==> src/rtl/pipe_control_unit.sv <==
// pipe_control_unit: pipelined opcode decoder. Decodes one opcode per cycle
// into a control word, carries it through ID/EX, EX/MEM and MEM/WB, and
// presents each field at the stage that consumes it. Handles stall, flush,
// the two-word LDM instruction, illegal opcodes and a retired counter.
//
// Handshake: a word on opcode is offered while instr_valid=1 and is consumed
// in exactly the cycles where accept=1 (accept = instr_valid & ~stall & ~flush).
// The front end must keep presenting the same word until it sees accept=1.
// imm_pending mirrors the FSM state (1 = IMM_WAIT) for observation.
module pipe_control_unit #(
  parameter int OPCODE_WIDTH   = 9,
  parameter int ALU_FUNC_WIDTH = 3,
  parameter int CNT_WIDTH      = 16
) (
  input  logic                      clk,
  input  logic                      rst,
  input  logic                      instr_valid,
  input  logic [OPCODE_WIDTH-1:0]   opcode,
  input  logic                      stall,
  input  logic                      flush,
  output logic                      accept,
  output logic                      imm_pending,
  output logic                      illegal,
  output logic                      ex_valid,
  output logic [ALU_FUNC_WIDTH-1:0] ex_alu_func,
  output logic                      ex_data_read,
  output logic                      ex_use_imm,
  output logic                      mem_valid,
  output logic                      mem_dmr,
  output logic                      mem_dmw,
  output logic                      wb_valid,
  output logic                      wb_data_write,
  output logic [CNT_WIDTH-1:0]      retired
);

  localparam logic [OPCODE_WIDTH-1:0] OP_NOP0  = OPCODE_WIDTH'(0);
  localparam logic [OPCODE_WIDTH-1:0] OP_LOAD  = OPCODE_WIDTH'(1);
  localparam logic [OPCODE_WIDTH-1:0] OP_STORE = OPCODE_WIDTH'(2);
  localparam logic [OPCODE_WIDTH-1:0] OP_ADD   = OPCODE_WIDTH'(3);
  localparam logic [OPCODE_WIDTH-1:0] OP_NOT   = OPCODE_WIDTH'(4);
  localparam logic [OPCODE_WIDTH-1:0] OP_NOP5  = OPCODE_WIDTH'(5);
  localparam logic [OPCODE_WIDTH-1:0] OP_LDM   = OPCODE_WIDTH'(6);

  typedef enum logic [0:0] {
    DECODE   = 1'b0,
    IMM_WAIT = 1'b1
  } state_t;

  // Full control word; a bubble is the all-zero value.
  typedef struct packed {
    logic                      valid;
    logic                      dmr;
    logic                      dmw;
    logic                      data_read;
    logic                      data_write;
    logic                      use_imm;
    logic [ALU_FUNC_WIDTH-1:0] alu_func;
  } ctrl_t;

  state_t state;
  state_t state_next;
  ctrl_t  dec;
  logic   dec_illegal;
  ctrl_t  id_ex;
  logic   ex_mem_valid, ex_mem_dmr, ex_mem_dmw, ex_mem_data_write;
  logic   mem_wb_valid, mem_wb_data_write;

  assign accept = instr_valid & ~stall & ~flush;

  // Decode the ID word and pick the next FSM state; anything not accepted is a bubble.
  always_comb begin
    dec         = '0;
    dec_illegal = 1'b0;
    state_next  = state;
    if (flush) begin
      state_next = DECODE;
    end else if (accept) begin
      if (state == IMM_WAIT) begin
        // Immediate word of LDM: never decoded as an opcode.
        dec.valid      = 1'b1;
        dec.data_write = 1'b1;
        dec.use_imm    = 1'b1;
        dec.alu_func   = ALU_FUNC_WIDTH'(3'b100);
        state_next     = DECODE;
      end else begin
        case (opcode)
          OP_LOAD: begin
            dec.valid      = 1'b1;
            dec.dmr        = 1'b1;
            dec.data_write = 1'b1;
            dec.alu_func   = ALU_FUNC_WIDTH'(3'b000);
          end
          OP_STORE: begin
            dec.valid     = 1'b1;
            dec.dmw       = 1'b1;
            dec.data_read = 1'b1;
            dec.alu_func  = ALU_FUNC_WIDTH'(3'b010);
          end
          OP_ADD: begin
            dec.valid      = 1'b1;
            dec.data_read  = 1'b1;
            dec.data_write = 1'b1;
            dec.alu_func   = ALU_FUNC_WIDTH'(3'b011);
          end
          OP_NOT: begin
            dec.valid      = 1'b1;
            dec.data_read  = 1'b1;
            dec.data_write = 1'b1;
            dec.alu_func   = ALU_FUNC_WIDTH'(3'b001);
          end
          OP_LDM:           state_next  = IMM_WAIT;
          OP_NOP0, OP_NOP5: dec_illegal = 1'b0;
          default:          dec_illegal = 1'b1;
        endcase
      end
    end
  end

  // FSM state with its registered outputs (imm_pending, illegal pulse).
  always_ff @(posedge clk or posedge rst) begin
    if (rst) begin
      state       <= DECODE;
      imm_pending <= 1'b0;
      illegal     <= 1'b0;
    end else begin
      state       <= state_next;
      imm_pending <= (state_next == IMM_WAIT);
      illegal     <= dec_illegal;
    end
  end

  // ID/EX takes the decoded word or a bubble every cycle; stall only withholds accept.
  always_ff @(posedge clk or posedge rst) begin
    if (rst) id_ex <= '0;
    else     id_ex <= dec;
  end

  // EX/MEM and MEM/WB always advance.
  always_ff @(posedge clk or posedge rst) begin
    if (rst) begin
      ex_mem_valid      <= 1'b0;
      ex_mem_dmr        <= 1'b0;
      ex_mem_dmw        <= 1'b0;
      ex_mem_data_write <= 1'b0;
      mem_wb_valid      <= 1'b0;
      mem_wb_data_write <= 1'b0;
    end else begin
      ex_mem_valid      <= id_ex.valid;
      ex_mem_dmr        <= id_ex.dmr;
      ex_mem_dmw        <= id_ex.dmw;
      ex_mem_data_write <= id_ex.data_write;
      mem_wb_valid      <= ex_mem_valid;
      mem_wb_data_write <= ex_mem_data_write;
    end
  end

  // Count instructions leaving WB; wraps naturally at the counter width.
  always_ff @(posedge clk or posedge rst) begin
    if (rst)               retired <= '0;
    else if (mem_wb_valid) retired <= retired + CNT_WIDTH'(1);
  end

  assign ex_valid      = id_ex.valid;
  assign ex_alu_func   = id_ex.alu_func;
  assign ex_data_read  = id_ex.data_read;
  assign ex_use_imm    = id_ex.use_imm;
  assign mem_valid     = ex_mem_valid;
  assign mem_dmr       = ex_mem_dmr;
  assign mem_dmw       = ex_mem_dmw;
  assign wb_valid      = mem_wb_valid;
  assign wb_data_write = mem_wb_data_write;

endmodule

==> config.mk <==
export PLATFORM = sky130hd
export DESIGN_NAME = pipe_control_unit
export DESIGN_NICKNAME = d
export VERILOG_FILES = /design/src/rtl/pipe_control_unit.sv
export SDC_FILE = /design/constraint.sdc
export NUM_CORES = 1
export LEC_CHECK = 0
export ABC_AREA = 1
export CORE_AREA = 3 3 64 66
export DETAILED_ROUTE_END_ITERATION = 10
export DIE_AREA = 0 0 67 69
export GPL_TIMING_DRIVEN = 0
export PLACE_DENSITY = 0.79
export SETUP_SLACK_MARGIN = 0.3
export SLEW_MARGIN = 20
export SYNTH_ARGS = -nofsm -noshare
export SYNTH_HDL_FRONTEND = slang
export SYNTH_SLANG_ARGS = --single-unit
==> constraint.sdc <==
create_clock -name clk -period 1.25 [get_ports clk]
set_input_delay 0.25 -clock clk [delete_from_list [all_inputs] [get_ports clk]]
set_output_delay 0.25 -clock clk [all_outputs]
set_load 0.005 [all_outputs]
==> impl_metrics.py <==
metrics = {
    "outcome": {
        "status": "finished, violations left",
        "violations": "setup timing",
    },
    "floorplan": {
        "rows": 22,
        "coreArea_um2": 3630,
        "die_w_um": 67,
        "dieArea_um2": 4620,
        "floorplan.initialDensity": 0.402,
        "io_pins": 44,
        "chipHeight_um": 69,
    },
    "power_and_ir_drop": {
        "p_per_area_nw_per_um2": 817,
        "p_comb_frac": 0.099,
        "pwr-share-seq": 0.530,
        "p_int_mw": 1.52,
        "pwr-share-clk": 0.371,
        "leakage_nw": 1.36,
        "p_switching_mw": 0.459,
        "irDropWorstVdd_uv": 425,
        "switching_share": 0.233,
    },
    "finish": {
        "drive_above_1_share": 0.536,
        "syn_to_final_growth_pct": 65.6,
        "final_nets": 267,
        "diodes": 0,
        "fill_cells": 295,
        "stdcell_area_um2": 2420,
    },
    "synth": {
        "synth_cell_types": 22,
        "syn_area_um2": 1460,
        "synth-edff-count": 0,
        "yosysWarnings": 0,
        "async_reset_ff_frac": 1.00,
        "avgSynthCellArea_um2": 9.06,
        "ys_seq_area_frac": 0.549,
        "synth_common_cells": "nand2_1, dfrtp_1, inv_1",
        "synthCells": 161,
        "yosysTopAreaCellShare": 0.549,
        "yosys.area.top_type": "dfrtp_1",
        "synthMostInstantiatedCell": "nand2_1",
        "syn_nets": 176,
        "synth_area_leaders": "dfrtp_1, nand2_1, inv_1, xor2_1, nor2_1",
        "synthFlopType": "dfrtp_1",
        "ys_ff_latch": 32,
    },
    "timing": {
        "slew_viol_final": 0,
        "post-route-period-util": 1.06,
        "max_slew_margin": 0.641,
        "fmax_mhz": 755,
        "tns_ns": -0.399,
        "tightest_slew_ns": 0.537,
        "setup_viol": 12,
        "min_period_ns": 1.33,
        "rsz0062_at_grt": "yes",
        "layout_setup_ws_ns": -0.0750,
        "final_hold_viol_count": 0,
        "skew_ns": 0.00545,
    },
    "route": {
        "drt_iter0_drc": 106,
        "antenna_left": 0,
        "drt_pass1_iterations": 4,
        "via_count": 1396,
        "drc": 0,
        "wire_per_inst_um": 13.0,
        "drt-total-wl_um": 3890,
        "via_per_inst": 4.65,
    },
    "critical_path": {
        "start_kind": "flip-flop",
        "worstPathArrival_ns": 1.50,
        "crit_fanout": 3,
        "end_kind": "flip-flop",
        "worstSetupPathType": "flip-flop to flip-flop",
        "cp.required_ns": 1.43,
    },
    "global_routing": {
        "grt_start_max_net_pins": 33,
        "antenna_found_initial": 0,
        "grt_util_all_layers": 0.179,
        "grt_pass1_vias": 1411,
        "grt_pass1_wl_um": 6270,
        "grt-ovfl-total": 0,
    },
    "cts": {
        "cts.clk_slew.worst_paths_ns": 0.06,
        "cts_tree": "done",
        "clkLatencyLatePin_ns": 0.28,
        "cts.sinks": 32,
        "cts_buffer_depth": 2,
        "h-tree-depth": 2,
        "numCtsBuffers": 5,
        "root_buffer": "clkbuf_8",
    },
    "hold_path": {
        "min-delay-path-class": "input pin to flip-flop",
    },
    "place": {
        "place_area_um2": 1970,
        "io_buffers": 43,
        "gp_congestion": 0.863,
        "dp_hpwl_um": 2090,
    },
    "flow_run": {
        "drv_cap": 0,
    },
}
## layout make-up
type	instances	area (um^2)	area share
multi-input cells	103	711	0.294
clock inverters	1	5.00	0.00207
clock buffers	6	72.6	0.0300
flip-flops and latches	32	805	0.333
inverters	23	95.1	0.0394
well taps	48	60.1	0.0249
repair buffers	84	634	0.263
plain buffers	3	33.8	0.0140
## layout by cell type (no fill, tap or decap), types with 2 or more instances in the layout
cell type	netlist	layout
nand2_2	2	5
o21ai_1	1	2
inv_2	0	6
buf_6	0	22
nor2_2	3	4
nand2_1	38	32
dfrtp_2	0	3
nor3_1	4	3
nand4_1	4	4
clkbuf_2	0	5
buf_4	3	32
buf_2	0	26
nor2_4	3	9
nand2_4	1	4
nor3_4	0	2
dfrtp_1	32	29
clkbuf_8	0	5
inv_1	23	15
nor2_1	19	12
nand3_1	6	2
nand3b_1	2	2
xor2_1	9	9
nand3_4	0	2
clkinv_2	0	2
xnor2_1	3	3
nand3_2	1	3
## power by group through the flow
stage               registers (mW)  logic (mW)  clock network [mW]
global placement              1.07       0.125                   0
global route                  1.05       0.215               0.796
CTS                           1.05       0.175               0.753
finish                        1.05       0.195               0.733
detailed placement            1.07       0.128                   0
floorplan                     1.07      0.0525                   0
## routing by layer
metal | vias up | GRT usage | share of wire
met2 | 51 | 0.319 | 0.55
li1 | 671 | - | -
met3 | 11 | 0.0505 | 0.067
met4 | 0 | 0.0563 | 0.020
met5 | - | 0 | 0
met1 | 663 | 0.199 | 0.36
## metrics by stage
stage | util | cells | hold WS (ns) | worst slack (ns) | total power [mW]
final | 0.665 | 300 | 0.247 | -0.0750 | 1.97
after floorplan | - | 161 | 0.331 | 0.0114 | 1.12
after CTS | 0.640 | 295 | 0.261 | -0.0266 | 1.97
after global placement | 0.543 | 252 | 0.331 | -0.513 | 1.19
after global routing | 0.665 | 300 | 0.242 | -0.143 | 2.06
after detailed placement | 0.543 | 252 | 0.336 | -0.494 | 1.20
## kinds of logic after synthesis
kind of cell,share of synthesized area
AO/OA/AOI/OAI,0.0171
XOR/XNOR,0.0720
adder cells (fa/ha/maj),0.00857
buffers and inverters,0.0746
flip-flops,0.549
AND/OR/NAND/NOR,0.279
## worst paths after layout
path                                 start             end  slack, ns  cells past startpoint
min in group asynchronous              rst      retired[3]       0.32                      2
worst min-delay path             opcode[8]  ex_alu_func[1]       0.25                      4
max in group asynchronous              rst        wb_valid       0.56                      2
worst min register to register    id_ex[6]         mem_dmw       0.35                      0
worst max-delay path            retired[1]     retired[13]      -0.08                      9
worst max register to register  retired[1]     retired[13]      -0.08                      9
## sequential cells by signal (all words and copies together) (netlist names)
name	cells
retired	16
ex_alu_func	3
id_ex	3
ex_data_read	1
ex_mem_data_write	1
ex_valid	1
illegal	1
mem_dmr	1
mem_dmw	1
mem_valid	1
state	1
wb_data_write	1
wb_valid	1
## timing repair
action | CTS | global route
gates resized for setup | 188 | 43
buffers inserted | 36 | 5
setup endpoints to repair | 54 | 54
pin swaps | 27 | 19
hold buffers | 0 | 0
## worst max-delay path, stage by stage, from the launching register on
cell and delay, ns:
dfrtp_1 0.38, buf_6 0.12, buf_6 0.09, nand3_4 0.07, nor2_4 0.15, nand2_4 0.10
nor2_4 0.13, nand3_2 0.07, nand2_1 0.07, inv_1 0.04
(Power assumes the default switching activity.)
